[config.mk]
export PLATFORM = sky130hd
export DESIGN_NAME = adc_lvds_word_serializer
export DESIGN_NICKNAME = d
export VERILOG_FILES = /design/src/rtl/adc_lvds_pkg.sv /design/src/rtl/prbs7_gen.sv /design/src/rtl/adc_lvds_word_serializer.sv
export SDC_FILE = /design/constraint.sdc
export NUM_CORES = 1
export LEC_CHECK = 0
export ABC_CLOCK_PERIOD_IN_PS = 6680
export BUFFER_PORTS_ARGS = -buffer_cell sky130_fd_sc_hd__buf_2
export CORE_ASPECT_RATIO = 1.25
export CORE_MARGIN = 2
export CORE_UTILIZATION = 59
export DETAILED_ROUTE_END_ITERATION = 8
export PLACE_DENSITY = 0.82
export SLEW_MARGIN = 20
export SYNTH_ARGS = -nofsm -noshare
export SYNTH_HDL_FRONTEND = slang
export SYNTH_SLANG_ARGS = --single-unit
[constraint.sdc]
create_clock -name CLK -period 6.68 [get_ports CLK]
set_clock_uncertainty 0.15 [all_clocks]
set_input_delay 0 -clock CLK [delete_from_list [all_inputs] [get_ports CLK]]
set_output_delay 0 -clock CLK [all_outputs]
set_load 0.005 [all_outputs]
[src/rtl/adc_lvds_pkg.sv]
// Shared constants and types for the ADC LVDS word serializer.
// The PRBS-7 items are only consumed when ADC_TX_PRBS_EN is defined.
package adc_lvds_pkg;

  localparam int         WORD_W_DEF        = 8;
  localparam logic [7:0] FRAME_PATTERN_DEF = 8'hF0;
  localparam logic [7:0] TRAIN_PATTERN_DEF = 8'hA5;
  localparam int         TRAIN_WORDS_DEF   = 16;

  typedef enum logic {
    ST_TRAIN = 1'b0,
    ST_RUN   = 1'b1
  } tx_state_e;

  // x^7 + x^6 + 1: feedback taps are bits 6 and 5 of the shift state
  localparam logic [6:0] PRBS7_TAPS = 7'h60;
  localparam logic [6:0] PRBS7_SEED = 7'h7F;

  function automatic logic prbs7_fb(input logic [6:0] s);
    return ^(s & PRBS7_TAPS);
  endfunction

endpackage

[src/rtl/prbs7_gen.sv]
// Parallel PRBS-7 source: word_o holds the next WORD_W bits, MSB first.
// The LFSR advances by WORD_W steps only when adv_i is high.
module prbs7_gen
  import adc_lvds_pkg::*;
#(
  parameter int WORD_W = WORD_W_DEF
) (
  input  logic              clk,
  input  logic              rst_n,
  input  logic              adv_i,
  output logic [WORD_W-1:0] word_o
);

  logic [6:0] lfsr_q, lfsr_d, walk;

  always_comb begin
    walk   = lfsr_q;
    word_o = '0;
    for (int i = WORD_W - 1; i >= 0; i--) begin
      word_o[i] = prbs7_fb(walk);
      walk      = {walk[5:0], word_o[i]};
    end
    lfsr_d = adv_i ? walk : lfsr_q;
  end

  always_ff @(posedge clk or negedge rst_n) begin
    if (!rst_n) lfsr_q <= PRBS7_SEED;
    else        lfsr_q <= lfsr_d;
  end

endmodule

[src/rtl/adc_lvds_word_serializer.sv]
// MSB-first word serializer with frame line, training, idle fill and bitslip stretch.
// Define ADC_TX_PRBS_EN to add prbs_sel_i and a PRBS-7 payload source in RUN.
module adc_lvds_word_serializer
  import adc_lvds_pkg::*;
#(
  parameter int         WORD_W        = WORD_W_DEF,
  parameter logic [7:0] FRAME_PATTERN = FRAME_PATTERN_DEF,
  parameter logic [7:0] TRAIN_PATTERN = TRAIN_PATTERN_DEF,
  parameter int         TRAIN_WORDS   = TRAIN_WORDS_DEF
) (
  input  logic              CLK,
  input  logic              RST_N,
  input  logic              en_i,
  input  logic [WORD_W-1:0] in_data_i,
  input  logic              in_valid_i,
  output logic              in_ready_o,
  input  logic              slip_i,
`ifdef ADC_TX_PRBS_EN
  input  logic              prbs_sel_i,
`endif
  output logic              sdata_o,
  output logic              frame_o,
  output logic              word_start_o,
  output logic              train_done_o,
  output logic              underrun_o
);

  localparam int CW  = $clog2(WORD_W);
  localparam int TCW = (TRAIN_WORDS > 0) ? $clog2(TRAIN_WORDS + 1) : 1;
  localparam logic [CW-1:0]     LAST_BIT  = CW'(WORD_W - 1);
  localparam logic [TCW-1:0]    TRAIN_END = TCW'(TRAIN_WORDS);
  localparam logic [WORD_W-1:0] FRAME_W   = FRAME_PATTERN[WORD_W-1:0];
  localparam logic [WORD_W-1:0] TRAIN_W   = TRAIN_PATTERN[WORD_W-1:0];

  tx_state_e         state_q, state_d;
  logic [CW-1:0]     bit_cnt_q, bit_cnt_d;
  logic [TCW-1:0]    train_cnt_q, train_cnt_d;
  logic [WORD_W-1:0] sreg_q, sreg_d, freg_q, freg_d;
  logic              sdata_q, sdata_d, frame_q, frame_d;
  logic              ws_q, ws_d, rdy_q, rdy_d, done_q, done_d;
  logic              underrun_q, underrun_d;
  logic              slip_pend_q, slip_pend_d, first_run_q, first_run_d;

  logic              cand, bnd, stretch, run_now, prbs_mode, xfer;
  logic [WORD_W-1:0] word;
  logic              prbs_sel;
  logic [WORD_W-1:0] prbs_word;

  assign cand    = (bit_cnt_q == LAST_BIT);
  assign bnd     = en_i & cand & ~slip_pend_q;
  assign stretch = en_i & cand & slip_pend_q;
  // TRAIN_WORDS == 0 makes the very first boundary a RUN boundary
  assign run_now = (state_q == ST_RUN) | (train_cnt_q == TRAIN_END);

`ifdef ADC_TX_PRBS_EN
  logic prbs_adv;
  assign prbs_sel = prbs_sel_i;
  assign prbs_adv = bnd & run_now & prbs_sel;
  prbs7_gen #(.WORD_W(WORD_W)) u_prbs (
    .clk    (CLK),
    .rst_n  (RST_N),
    .adv_i  (prbs_adv),
    .word_o (prbs_word)
  );
`else
  assign prbs_sel  = 1'b0;
  assign prbs_word = '0;
`endif

  always_comb begin
    state_d     = state_q;
    bit_cnt_d   = bit_cnt_q;
    train_cnt_d = train_cnt_q;
    sreg_d      = sreg_q;
    freg_d      = freg_q;
    sdata_d     = sdata_q;
    frame_d     = frame_q;
    ws_d        = ws_q;
    rdy_d       = rdy_q;
    done_d      = done_q;
    underrun_d  = underrun_q;
    slip_pend_d = slip_pend_q;
    first_run_d = first_run_q;

    prbs_mode = run_now & prbs_sel;
    xfer      = bnd & run_now & ~prbs_mode & in_valid_i & rdy_q;
    word      = TRAIN_W;
    if (prbs_mode)  word = prbs_word;
    else if (xfer)  word = in_data_i;

    if (en_i) begin
      slip_pend_d = slip_pend_q ? ~stretch : slip_i;
      ws_d        = 1'b0;
      underrun_d  = 1'b0;
      if (bnd) begin
        sdata_d   = word[WORD_W-1];
        sreg_d    = {word[WORD_W-2:0], 1'b0};
        frame_d   = FRAME_W[WORD_W-1];
        freg_d    = {FRAME_W[WORD_W-2:0], 1'b0};
        bit_cnt_d = '0;
        ws_d      = 1'b1;
        if (run_now) begin
          state_d     = ST_RUN;
          first_run_d = 1'b0;
          underrun_d  = ~prbs_mode & ~xfer & ~first_run_q;
        end else begin
          train_cnt_d = train_cnt_q + 1'b1;
        end
      end else if (!stretch) begin
        sdata_d   = sreg_q[WORD_W-1];
        sreg_d    = sreg_q << 1;
        frame_d   = freg_q[WORD_W-1];
        freg_d    = freg_q << 1;
        bit_cnt_d = bit_cnt_q + 1'b1;
      end
      // ready is registered, so predict whether the next cycle is a RUN boundary
      rdy_d  = (bit_cnt_d == LAST_BIT) & ~slip_pend_d & ~prbs_sel &
               ((state_d == ST_RUN) | (train_cnt_d == TRAIN_END));
      done_d = done_q | rdy_d;
    end
  end

  always_ff @(posedge CLK or negedge RST_N) begin
    if (!RST_N) begin
      state_q     <= ST_TRAIN;
      bit_cnt_q   <= LAST_BIT;
      train_cnt_q <= '0;
      sreg_q      <= '0;
      freg_q      <= '0;
      sdata_q     <= 1'b0;
      frame_q     <= 1'b0;
      ws_q        <= 1'b0;
      rdy_q       <= 1'b0;
      done_q      <= 1'b0;
      underrun_q  <= 1'b0;
      slip_pend_q <= 1'b0;
      first_run_q <= 1'b1;
    end else begin
      state_q     <= state_d;
      bit_cnt_q   <= bit_cnt_d;
      train_cnt_q <= train_cnt_d;
      sreg_q      <= sreg_d;
      freg_q      <= freg_d;
      sdata_q     <= sdata_d;
      frame_q     <= frame_d;
      ws_q        <= ws_d;
      rdy_q       <= rdy_d;
      done_q      <= done_d;
      underrun_q  <= underrun_d;
      slip_pend_q <= slip_pend_d;
      first_run_q <= first_run_d;
    end
  end

  assign in_ready_o   = rdy_q & en_i;
  assign sdata_o      = sdata_q;
  assign frame_o      = frame_q;
  assign word_start_o = ws_q;
  assign train_done_o = done_q;
  assign underrun_o   = underrun_q;

endmodule
==> Word level (Yosys, flattened, before mapping) <==
Index checks and enable logic that the tools add are counted.
{ "word_totals": {"mem_bits_rw": 0, "in_bits": 13, "ff_bits": 33, "mem_bits_ro": 0, "memories": 0, "latchBits": 0} }
{ "op_classes": {"addsub": 2, "n_bitwise": 18, "n_shift": 0, "muxes": 22, "mul": 0, "n_eq_ne": 5, "n_div": 0, "magnitude_cmp": 0, "n_reduce_logical": 2} }
{ "ops": {"columns": ["operator", "n"], "rows": [
  ["2-to-1 mux 8 bit", 5],
  ["2-to-1 mux 5 bit", 3],
  ["2-to-1 mux 1 bit", 11],
  ["bitwise AND 1 bit", 10],
  ["== test 5 bit, second input constant", 2],
  ["2-to-1 mux 3 bit", 3],
  ["== test 3 bit, second input constant", 2],
  ["adder 5 x 1 -> 5 bit, second input constant", 1],
  ["NOT 1 bit", 5],
  ["adder 3 x 1 -> 3 bit, second input constant", 1],
  ["bitwise OR 1 bit", 3],
  ["AND reduction 3 bit", 1],
  ["!= test 2 bit, second input constant", 1],
  ["AND reduction 2 bit", 1]
]} }

==> Depth between registers and ports, before layout <==
{ "depth": {"depth_word": 10, "mapped_depth": 8, "ltp_nobuf": 7} }

==> Worst setup path after synthesis <==
OpenSTA, ideal clock, no wires.
{ "synth_path": {"path_kind": "flip-flop to flip-flop", "startpoint": "register bit_cnt_q[0]", "endpoint": "register done_q, in the netlist train_done_o", "stages_incl_launch_ff": 8, "path_slack_ns": 4.535, "t_required_ns": 6.452, "path_buffers": 0, "arrival_time_ns": 1.917, "period_less_slack_ns": 2.145, "cell_sequence": "dfstp_2 > ha_1 > ha_1 > nand2_1 > nor4_4 > nor4b_2 > o31ai_2 > o21bai_1"} }
{ "synth_between": {"elab_chain_len": 10, "word_cells_on_any_way": 21} }
{ "synth_rtl": {"columns": ["element", "line", "source"], "rows": [
  ["from (decl)", "adc_lvds_word_serializer.sv:36", "logic [CW-1:0] bit_cnt_q, bit_cnt_d;"],
  ["from (signal assigned)", "adc_lvds_word_serializer.sv:140", "bit_cnt_q <= bit_cnt_d;"],
  ["== test 3 bit", "adc_lvds_word_serializer.sv:49", "assign cand = (bit_cnt_q == LAST_BIT);"],
  ["bitwise AND 1 bit", "adc_lvds_word_serializer.sv:50, adc_lvds_word_serializer.sv:51", null],
  ["bitwise AND 1 bit", "adc_lvds_word_serializer.sv:51", "assign stretch = en_i & cand & slip_pend_q;"],
  ["2-to-1 mux 3 bit", "adc_lvds_word_serializer.sv:109", "end else if (!stretch) begin"],
  ["2-to-1 mux 3 bit", "adc_lvds_word_serializer.sv:95", "if (bnd) begin"],
  ["2-to-1 mux 3 bit", "adc_lvds_word_serializer.sv:91", "if (en_i) begin"],
  ["== test 3 bit", "adc_lvds_word_serializer.sv:117", "rdy_d = (bit_cnt_d == LAST_BIT) & ~slip_pend_d & ~prbs_sel &"],
  ["bitwise AND 1 bit", "adc_lvds_word_serializer.sv:117", null],
  ["bitwise AND 1 bit (*)", "adc_lvds_word_serializer.sv:117", null],
  ["bitwise OR 1 bit (*)", "adc_lvds_word_serializer.sv:119", "done_d = done_q | rdy_d;"],
  ["to (signal assigned)", "adc_lvds_word_serializer.sv:148", "done_q <= done_d;"],
  ["to (decl)", "adc_lvds_word_serializer.sv:40", "logic ws_q, ws_d, rdy_q, rdy_d, done_q, done_d;"]
]} }
Every way passes the cells marked *; elsewhere a longest branch is shown, timed or not. The select of a mux whose other input is x is not followed.
A chain may end at the register's enable or synchronous reset.

==> Worst setup path after layout <==
Ends and elaborated chain as after synthesis.

==> PnR_summary.wiki <==
{| class="wikitable"
! Metric !! Value
|-
| Antenna cells || 0
|-
| Initial antenna violation count || 0
|-
| Final number of hold-violating endpoints || 0
|-
| Final Hold Slack || around 0.037 ns
|-
| Detail Route Antenna Nets || 0
|-
| Endpoint type of the worst setup path || register
|-
| Global Route Usage Sum || between 20% and 30%
|-
| Unrepaired setup endpoints after global routing || false
|-
| Number of nets produced by synthesis || approximately 150
|-
| Most numerous cell in the Yosys netlist || sky130_fd_sc_hd__dfrtp_1
|-
| 1st-pass router iterations || 4
|-
| Cell count after synthesis || about 130
|-
| Clock period minus final worst setup slack || roughly 2.5 ns
|-
| Part of the Yosys area used for sequential elements || between 50 and 60%
|-
| Count of maximum capacitance violations || 0
|-
| Number of global-route vias before repair || between 1000 and 1500
|-
| Worst setup slack after placement || ~4.3 ns
|-
| Post-synth ARST share || 100%
|-
| Number of H-tree branching levels || 1
|-
| Worst setup slack after layout || 4.22 ns
|-
| Share of the cycle needed by the critical path after routing || between 30% and 40%
|-
| Violation count after the first detailed-routing iteration || 33
|-
| Vertical die dimension || about 57 µm
|-
| Library cell with the largest summed area after synthesis || sky130_fd_sc_hd__dfrtp_1
|-
| Required time worst endpoint || a little under 7 ns
|-
| Floorplan row count || 19
|-
| Vias || 1087
|-
| IO buf count || 18
|-
| Share of post-route cells with drive strength above 1 || between 10% and 20%
|-
| CTS Buf Count || 3
|-
| CTS clock-pin slew for the worst setup and hold paths || between 0.1 and 0.15 ns
|-
| Post-detailed-route via-to-cell ratio || between 5 and 6
|-
| Most common library cells after synthesis || 23 x sky130_fd_sc_hd__dfrtp_1, 16 x sky130_fd_sc_hd__nand2_1, 11 x sky130_fd_sc_hd__nor2_1
|-
| Post-layout power || 0.444 mW
|-
| Area contributors post-synth || sky130_fd_sc_hd__dfrtp_1 43%, sky130_fd_sc_hd__dfstp_2 7.8%, sky130_fd_sc_hd__nand2_1 4.5%
|-
| Class of the most critical hold timing path || input pin to async pin
|-
| Synthesized area per cell || around 10 µm²
|-
| Global placement routability congestion || around 0.86
|-
| Largest fanout on the critical path || 8
|-
| Pin count of the biggest net entering global routing || 28
|-
| Setup violation total in the final timing report || 0
|-
| Boundary Pins || 19
|-
| P&R area growth vs syn || 18.7%
|-
| Power per cell area || 279 nW/µm²
|-
| HPWL Detailed || approximately 2 mm
|-
| Overall overflow remaining after global route || 0
|-
| Arrival @ worst endpoint || 2.58 ns
|-
| Post-route setup TNS || 0 ns
|-
| Run status || finished, final reports clean
|-
| Total standard cell area after synthesis || 1340 µm²
|-
| Max Clock Freq || approximately 0.4 GHz
|-
| Post-synthesis sequential element count || 27
|-
| Global-route wire length before repair || between 4 and 5 mm
|-
| Number of setup buffers added after CTS || 0
|-
| Top_reg_cell synth || sky130_fd_sc_hd__dfrtp_1
|-
| Layout Nets || roughly 180
|-
| Total detailed-routing wirelength || between 2 and 3 mm
|-
| Initial Util || 61.3%
|-
| Share of the synthesized area in the top cell type || ~43%
|-
| Post-cts sizing count || 0
|-
| Clock tree from TritonCTS || built
|-
| Core area || ~2200 µm²
|-
| TritonCTS sink count || 27
|-
| Relative slew slack || 61.0%
|-
| Synth warn || 0
|-
| Number of enable flip-flop cells after synthesis || 0
|-
| DRC violation count after routing || 0
|-
| Slew at the pin with the worst max-slew slack || 0.585 ns
|-
| Pleak || around 0.72 nW
|-
| Count of hold buffers inserted by post-cts repair || 13
|-
| Distinct cells, synth || 39
|-
| Final slew viol count || 0
|-
| Die outline width || around 47 µm
|-
| Clock tree root buffer cell || sky130_fd_sc_hd__clkbuf_4
|-
| Final core occ || between 70 and 80%
|-
| Max Root-Sink Buffers || 2
|-
| Critical setup path kind || register to register
|-
| Routed WL per cell || 14.8 µm
|-
| Area enclosed by the die boundary || approximately 2700 µm²
|-
| Clock latency on the worst-skew pair || approximately 0.33 ns
|-
| Worst setup SP type || register
|-
| Highest ir drop seen on vdd || 213 µV
|}
## path summary, 6_finish.rpt
kind,depth (start not counted),slack [ns],endpoint,from
setup / recovery,7,4.22,train_done_o,bit_cnt_q[0]
hold / removal,2,0.04,sreg_q[6],RST_N
setup reg to reg,7,4.22,train_done_o,bit_cnt_q[0]
hold reg to reg,2,0.34,sreg_q[1],sreg_q[1]
max in group asynchronous,2,5.96,bit_cnt_q[0],RST_N
min in group CLK,4,0.30,sreg_q[1],in_data_i[0]
## worst max-delay path: stages, from the launching register on
cell	delay [ns]
sky130_fd_sc_hd__dfstp_2	0.60
sky130_fd_sc_hd__ha_1	0.19
sky130_fd_sc_hd__ha_1	0.29
sky130_fd_sc_hd__nand2_1	0.23
sky130_fd_sc_hd__nor4_4	0.41
sky130_fd_sc_hd__nor4b_2	0.29
sky130_fd_sc_hd__o31ai_2	0.10
sky130_fd_sc_hd__o21bai_1	0.14
## cell type report
type | instances | area [µm²]
Timing Repair Buffer | 31 | 220
Sequential cell | 27 | 681
Clock buffer | 4 | 26.3
Tap cell | 31 | 38.8
Fill cell | 159 | 596
Multi-Input combinational cell | 91 | 599
Inverter | 7 | 26.3
## placed cells by master (no fill, tap or decap)
cell,Yosys,layout
sky130_fd_sc_hd__dlygate4sd3_1,0,13
sky130_fd_sc_hd__nor3_1,3,3
sky130_fd_sc_hd__nand2_1,16,16
sky130_fd_sc_hd__clkbuf_4,0,3
sky130_fd_sc_hd__nand2b_1,1,1
sky130_fd_sc_hd__dfstp_2,4,4
sky130_fd_sc_hd__o21bai_1,1,1
sky130_fd_sc_hd__a311o_1,1,1
sky130_fd_sc_hd__a21o_1,1,1
sky130_fd_sc_hd__and4bb_4,1,1
sky130_fd_sc_hd__a221oi_1,4,4
sky130_fd_sc_hd__nor4b_2,1,1
sky130_fd_sc_hd__and3_1,1,1
sky130_fd_sc_hd__a21oi_1,4,4
sky130_fd_sc_hd__or2_1,1,1
sky130_fd_sc_hd__xor2_1,1,1
sky130_fd_sc_hd__nor2b_1,2,2
sky130_fd_sc_hd__o22ai_1,5,5
sky130_fd_sc_hd__buf_2,1,18
sky130_fd_sc_hd__a211oi_1,1,1
sky130_fd_sc_hd__o22a_1,3,3
sky130_fd_sc_hd__a22o_1,2,2
sky130_fd_sc_hd__o21ai_0,4,4
sky130_fd_sc_hd__nor4b_1,2,2
sky130_fd_sc_hd__xnor2_1,3,3
sky130_fd_sc_hd__nand3b_1,1,1
sky130_fd_sc_hd__clkbuf_1,3,1
sky130_fd_sc_hd__o31ai_2,1,1
sky130_fd_sc_hd__nand4_1,1,1
sky130_fd_sc_hd__a41o_1,1,1
sky130_fd_sc_hd__or3b_1,1,1
sky130_fd_sc_hd__ha_1,4,4
sky130_fd_sc_hd__and3b_1,1,1
sky130_fd_sc_hd__o21ai_1,7,7
sky130_fd_sc_hd__nor4_4,1,1
sky130_fd_sc_hd__and2_1,4,4
sky130_fd_sc_hd__nor2_1,11,11
sky130_fd_sc_hd__dfrtp_1,23,23
sky130_fd_sc_hd__inv_1,7,7
## power breakdown
group | internal [mW] | total, mW | leakage, nW | switching, mW
sequential | 0.208 | 0.243 | 0.327 | 0.0359
combinational | 0.0638 | 0.129 | 0.383 | 0.0656
clock | 0.0234 | 0.0714 | 0.0150 | 0.0480
total | 0.295 | 0.444 | 0.725 | 0.149
## metal layers
layer / vias up / track usage, % / routed length [µm]
met3: 6 / 2.85 / 54
met1: 527 / 32.0 / 1230
li1: 527 / - / -
met4: 0 / 9.52 / 77
met5: - / 0 / 0
met2: 27 / 40.3 / 1460
## sequential cells by signal, indices dropped and copies added (netlist names)
name / flops
rdy_q: 1
frame_o: 1
state_q: 1
freg_q: 3
bit_cnt_q: 3
first_run_q: 1
slip_pend_q: 1
word_start_o: 1
sreg_q: 7
train_done_o: 1
sdata_o: 1
underrun_o: 1
train_cnt_q: 5
## per-stage QoR
stage	area [µm²]	std cells
finish	1590	191
CTS	1590	191
detailed placement	1440	174
global placement	1440	174
global route	1590	191
floorplan	1340	131
## kinds of logic after synthesis
logic type,after synthesis,synth area share [%]
AOI/OAI and AO/OA,35,17.9
buffers and inverters,13,4.57
adders and majority gates,4,3.73
and+or+nand+nor,48,20.4
DFF,27,50.7
xor gates and xnor gates,4,2.61
Power figures use the tool's default switching activity.
